==> src/rtl/alu_result_stage_pkg.sv <==
// Shared CPU definitions: bus widths, ALU opcodes, flag bit positions and the
// result-stage payload struct.
package alu_result_stage_pkg;

  localparam int unsigned DATABUS_SIZE     = 8;
  localparam int unsigned ALU_CONTROL_SIZE = 4;
  localparam int unsigned RegIdxW          = 5;

  typedef logic [ALU_CONTROL_SIZE-1:0] alu_op_t;

  localparam alu_op_t ADD  = 4'd0;
  localparam alu_op_t ADDC = 4'd1;
  localparam alu_op_t SUB  = 4'd2;
  localparam alu_op_t SUBC = 4'd3;
  localparam alu_op_t AND  = 4'd4;
  localparam alu_op_t OR   = 4'd5;
  localparam alu_op_t XOR  = 4'd6;
  localparam alu_op_t NOT  = 4'd7;
  localparam alu_op_t SHL  = 4'd8;
  localparam alu_op_t SHR  = 4'd9;
  localparam alu_op_t BEQ  = 4'd10;
  localparam alu_op_t BNE  = 4'd11;
  localparam alu_op_t BLT  = 4'd12;

  localparam int unsigned ZERO     = 0;
  localparam int unsigned CARRY    = 1;
  localparam int unsigned OVERFLOW = 2;
  localparam int unsigned SIGN     = 3;

  typedef struct packed {
    logic [DATABUS_SIZE-1:0] z;
    logic [RegIdxW-1:0]      dest;
    logic                    wb_en;
    logic                    br_valid;
    logic                    br_taken;
  } alu_result_t;

  function automatic logic is_branch(alu_op_t op);
    return (op == BEQ) || (op == BNE) || (op == BLT);
  endfunction

endpackage

==> src/rtl/alu_result_stage_skid_buffer2.sv <==
// skid_buffer2: generic 2-entry valid/ready FIFO with registered head output
// and a synchronous clear that wins over both push and pop.
module skid_buffer2 #(
  parameter int unsigned Width = 8,
  parameter int unsigned Depth = 2
) (
  input  logic             clk_i,
  input  logic             rst_ni,
  input  logic             clear_i,
  input  logic             in_valid_i,
  output logic             in_ready_o,
  input  logic [Width-1:0] in_data_i,
  output logic             out_valid_o,
  input  logic             out_ready_i,
  output logic [Width-1:0] out_data_o
);

  logic [1:0]       count_q, count_d;
  logic [Width-1:0] head_q, head_d;
  logic [Width-1:0] skid_q, skid_d;
  logic             push, pop;

  assign in_ready_o  = (count_q != 2'(Depth));
  assign out_valid_o = (count_q != 2'd0);
  assign out_data_o  = head_q;

  assign push = in_valid_i & in_ready_o & ~clear_i;
  assign pop  = out_valid_o & out_ready_i;

  always_comb begin
    count_d = count_q;
    head_d  = head_q;
    skid_d  = skid_q;
    if (clear_i) begin
      count_d = 2'd0;
    end else begin
      unique case ({push, pop})
        2'b10: begin
          if (count_q == 2'd0) head_d = in_data_i;
          else                 skid_d = in_data_i;
          count_d = count_q + 2'd1;
        end
        2'b01: begin
          head_d  = skid_q;
          count_d = count_q - 2'd1;
        end
        // Only reachable with one entry: the new item replaces the departing head.
        2'b11: head_d = in_data_i;
        default: ;
      endcase
    end
  end

  always_ff @(posedge clk_i or negedge rst_ni) begin
    if (!rst_ni) begin
      count_q <= 2'd0;
      head_q  <= '0;
      skid_q  <= '0;
    end else begin
      count_q <= count_d;
      head_q  <= head_d;
      skid_q  <= skid_d;
    end
  end

endmodule

==> src/rtl/alu_result_stage.sv <==
// Execute-to-writeback stage: buffers ALU results, classifies branches and
// holds the architectural flags. Optional sticky overflow: ALU_STAGE_STICKY_OV_EN.
module alu_result_stage
  import alu_result_stage_pkg::*;
#(
  parameter int unsigned DEST_W = RegIdxW,
  parameter int unsigned DEPTH  = 2
) (
  input  logic                        clk,
  input  logic                        rst_n,
  input  logic                        in_valid,
  output logic                        in_ready,
  input  logic [DATABUS_SIZE-1:0]     in_z,
  input  logic [3:0]                  in_flags,
  input  logic [ALU_CONTROL_SIZE-1:0] in_op,
  input  logic [DEST_W-1:0]           in_dest,
  input  logic                        in_flag_we,
  input  logic                        flush,
  output logic                        out_valid,
  input  logic                        out_ready,
  output logic [DATABUS_SIZE-1:0]     out_z,
  output logic [DEST_W-1:0]           out_dest,
  output logic                        out_wb_en,
  output logic                        out_br_valid,
  output logic                        out_br_taken,
  output logic [3:0]                  flags_q,
  output logic                        carry_out
`ifdef ALU_STAGE_STICKY_OV_EN
  ,
  input  logic                        ov_clear,
  output logic                        ov_sticky
`endif
);

  alu_result_t in_entry, head;
  logic        in_is_br;
  logic        push;
  logic [3:0]  flags_d;

  assign in_is_br = is_branch(in_op);

  always_comb begin
    in_entry          = '0;
    in_entry.z        = in_z;
    in_entry.dest     = in_dest;
    in_entry.wb_en    = ~in_is_br;
    in_entry.br_valid = in_is_br;
    in_entry.br_taken = in_is_br & in_z[0];
  end

  skid_buffer2 #(
    .Width($bits(alu_result_t)),
    .Depth(DEPTH)
  ) u_buf (
    .clk_i      (clk),
    .rst_ni     (rst_n),
    .clear_i    (flush),
    .in_valid_i (in_valid),
    .in_ready_o (in_ready),
    .in_data_i  (in_entry),
    .out_valid_o(out_valid),
    .out_ready_i(out_ready),
    .out_data_o (head)
  );

  // Stale head contents must not look like a writeback or branch once drained.
  assign out_z        = head.z;
  assign out_dest     = head.dest;
  assign out_wb_en    = out_valid & head.wb_en;
  assign out_br_valid = out_valid & head.br_valid;
  assign out_br_taken = out_valid & head.br_taken;

  assign push = in_valid & in_ready & ~flush;

  always_comb begin
    flags_d = flags_q;
    if (push && in_flag_we) flags_d = in_flags;
  end

  always_ff @(posedge clk or negedge rst_n) begin
    if (!rst_n) flags_q <= 4'b0;
    else        flags_q <= flags_d;
  end

  assign carry_out = flags_q[CARRY];

`ifdef ALU_STAGE_STICKY_OV_EN
  logic ov_sticky_q, ov_sticky_d;

  always_comb begin
    ov_sticky_d = ov_sticky_q;
    if (ov_clear) ov_sticky_d = 1'b0;
    if (push && in_flag_we && in_flags[OVERFLOW]) ov_sticky_d = 1'b1;
  end

  always_ff @(posedge clk or negedge rst_n) begin
    if (!rst_n) ov_sticky_q <= 1'b0;
    else        ov_sticky_q <= ov_sticky_d;
  end

  assign ov_sticky = ov_sticky_q;
`endif

endmodule

==> config.mk <==
export PLATFORM = sky130hd
export DESIGN_NAME = alu_result_stage
export DESIGN_NICKNAME = d
export VERILOG_FILES = /design/src/rtl/alu_result_stage_pkg.sv /design/src/rtl/alu_result_stage_skid_buffer2.sv /design/src/rtl/alu_result_stage.sv
export SDC_FILE = /design/constraint.sdc
export NUM_CORES = 1
export LEC_CHECK = 0
export ABC_AREA = 1
export CAP_MARGIN = 20
export CORE_UTILIZATION = 49
export CTS_CLUSTER_SIZE = 8
export DETAILED_ROUTE_END_ITERATION = 12
export PLACE_DENSITY = 0.79
export SLEW_MARGIN = 20
export SYNTH_ARGS = -nofsm -noshare
export SYNTH_HDL_FRONTEND = slang
export SYNTH_SLANG_ARGS = --single-unit
==> constraint.sdc <==
create_clock -name clk -period 1.6 [get_ports clk]
set_input_delay 0.16 -clock clk [delete_from_list [all_inputs] [get_ports clk]]
set_output_delay 0.16 -clock clk [all_outputs]
set_load 0.02 [all_outputs]
==> impl_metrics.json <==
{
  "ant_nets": 0,
  "clk_latency_ns": 0.29,
  "clkSlewWorstSetupHoldPaths_ns": 0.07,
  "dieHeight_um": 65.4,
  "die_w_um": 65.4,
  "final_cell_mix": "96 x nand2_1, 43 x clkdlybuf4s50_1, 36 x dfrtp_1",
  "p_seq_share_pct": 43.4,
  "wl_met1_mm": 1.77,
  "clock-sinks": 38,
  "drtIter0Drc": 123,
  "yosysWarnings": 0,
  "synthCells": 247,
  "wire_per_inst_um": 11.5,
  "synth.avg_cell_area_um2": 7.98,
  "synth_seq_cells": 38,
  "grt_pass1_wl_mm": 6.60,
  "ff2ff_path_depth": 8,
  "outcome": "finished clean",
  "power.switching_w": 0.00118,
  "synth.distinct_cells": 22,
  "nets": 318,
  "cts_buffer_depth": 2,
  "first_global_vias": 1560,
  "grt_setup_unrepaired": "no",
  "htreeDepth": 2,
  "slew_headroom_pct": 68.3,
  "period_minus_slack_ns": 1.47,
  "yosysSeqAreaShare_pct": 48.2,
  "power.density_nw_per_um2": 1350,
  "ir_drop_mv": 0.741,
  "post-dp-hpwl_mm": 2.72,
  "worst_setup_path_start_kind": "register",
  "period_share_pct": 92.0,
  "n_antenna_cell": 0,
  "r2r-end": "u_buf.out_data_o[5]",
  "critPathSlowestCell": "dfrtp_2",
  "hold_start": "in_flags[2]",
  "r2r_setup_slack_ns": 0.17,
  "rows": 22,
  "hold-path-cell-count": 3,
  "drive_above_1_share_pct": 14.0,
  "drv_cap": 0,
  "cp_max_fo": 6,
  "pwr-share-comb_pct": 36.5,
  "p_int_w": 0.00224,
  "drt-total-wl_mm": 3.90,
  "max_stage_delay_ns": 0.46,
  "grt_overflow": 0,
  "dr_wl_met3_um": 143,
  "skew_ns": 0.00492,
  "coreArea_um2": 3770,
  "port_buffers": 49,
  "maxSlewViolCount": 0,
  "die_area_um2": 4280,
  "grt_max_degree": 39,
  "numCtsBuffers": 5,
  "critPathRequiredTime_ns": 1.44,
  "grt_usage_pct": 20.4,
  "hold_viol": 0,
  "p_sw_share_pct": 34.5,
  "path_class": "register to primary output",
  "min_to": "flags_q[2]",
  "hold_path_class": "input pin to register",
  "final_common_cell": "nand2_1",
  "syn_to_final_growth_pct": 28.8,
  "rr_startpoint": "u_buf.count_q[1]",
  "worstPathArrival_ns": 1.31,
  "cts_root_buf": "clkbuf_8",
  "vias": 1613,
  "setup_violations": 0,
  "final.setup.tns_ns": 0,
  "globalplace.congestion": 0.796,
  "cellLeakagePower_nw": 1.29,
  "syn_nets": 274,
  "critPathCaptureType": "primary output",
  "dr.pass1.iters": 4,
  "highest_layer": "met4",
  "crit_chain": "nor2_4 -> nor2_1 -> dlygate4sd2_1",
  "post_cts_buffers": 0,
  "setup_ws_ns": 0.128,
  "worst_pin_slew_ns": 0.475,
  "cts_tree": "yes",
  "power_frac_clock_pct": 20.2,
  "wl_met2_mm": 1.93,
  "pre_cts_ws_ns": 0.0295,
  "pin_count": 50,
  "max_freq_mhz": 679,
  "antenna_found_initial": 0,
  "viasPerCell": 4.74,
  "netlist_area_um2": 1970,
  "start_util_pct": 52.3,
  "drc_errors": 0,
  "p_total_w": 0.00342
}
## worst max-delay path: cells and delay by family, from the launching register on
kind | cells | cell delay [ns]
buffers and inverters | 1 | 0.32
flip-flops | 1 | 0.46
AND/OR/NAND/NOR | 2 | 0.24
## area by class of cell
type | count | area (um2)
multi-input cells | 162 | 738
clock buffers | 6 | 82.6
inverters | 25 | 98.8
repair buffers | 59 | 594
flip-flops and latches | 38 | 953
clock inverters | 2 | 12.5
well taps | 48 | 60.1
fillers | 319 | 1230
## registers in the layout, indices dropped and copies added, names as in the netlist
register,count
u_buf.count_q,2
u_buf.skid_q,16
flags_q,4
u_buf.out_data_o,16
## power groups by stage
stage          Clock (W)  Combinational, W  Sequential [W]
6_report        0.000689           0.00125         0.00148
3_5_place_dp           0           0.00126         0.00149
4_1_cts         0.000699           0.00126         0.00148
5_1_grt         0.000736           0.00138         0.00152
2_1_floorplan          0          0.000896         0.00148
3_3_place_gp           0           0.00123         0.00148
## synthesized netlist by cell type
cell type | number | area share [%]
nand2_1 | 96 | 18
dfrtp_1 | 38 | 48
inv_1 | 20 | 3.8
nor2_1 | 16 | 3.0
buf_4 | 15 | 5.7
o21ai_0 | 14 | 3.6
o21ai_1 | 11 | 2.8
o21ai_2 | 6 | 2.7
buf_6 | 5 | 2.9
nand3_1 | 5 | 1.3
inv_2 | 4 | 0.76
nand2_2 | 3 | 0.95
nand4_1 | 3 | 0.95
nor2_2 | 2 | 0.63
nor2_4 | 2 | 1.1
a21oi_2 | 1 | 0.44
buf_2 | 1 | 0.25
buf_8 | 1 | 0.76
inv_6 | 1 | 0.44
nand2_4 | 1 | 0.57
nand3_2 | 1 | 0.51
nand3b_1 | 1 | 0.38
## worst max-delay path by stage
stage | slack (ns) | startpoint | to | depth (start not counted)
after detailed placement | 0.03 | in_valid | u_buf.out_data_o[2] | 9
after floorplan | 0.24 | u_buf.count_q[0] | u_buf.out_data_o[5] | 9
after CTS | 0.12 | u_buf.count_q[1] | out_br_taken | 3
after global routing | 0.03 | u_buf.count_q[1] | u_buf.out_data_o[7] | 8
after global placement | 0.06 | in_valid | u_buf.out_data_o[2] | 9
final | 0.13 | u_buf.count_q[1] | out_br_taken | 3
## cells by family (layout without fill, tap and decap cells)
logic type | Yosys count | count (layout) | share of synthesized area [%]
AOI/OAI and AO/OA | 32 | 32 | 9.45
buffers and inverters | 47 | 92 | 14.6
DFF | 38 | 38 | 48.2
and+or+nand+nor | 130 | 130 | 27.7
## what timing repair did
action,4_1_cts,5_1_grt
hold buffers,1,0
setup endpoints to repair,5,0
endpoints found under the hold margin,38,0
resized for setup,8,0
## per-stage QoR
step / utilization, % / hold WS, ns / cell area, um2 / cells
2_1_floorplan: - / -0.136 / 1970 / 247
3_3_place_gp: 64.5 / 0.236 / 2430 / 331
3_5_place_dp: 64.5 / 0.232 / 2430 / 331
4_1_cts: 67.4 / 0.425 / 2540 / 340
5_1_grt: 67.4 / 0.449 / 2540 / 340
6_report: 67.4 / 0.425 / 2540 / 340
## metal layers
| metal | up-vias | global-route usage, % |
|---|---|---|
| li1 | 832 | - |
| met1 | 739 | 25.1 |
| met2 | 35 | 35.3 |
| met3 | 7 | 4.17 |
| met4 | 0 | 7.34 |
| met5 | - | 0 |
(Power assumes the default switching activity.)
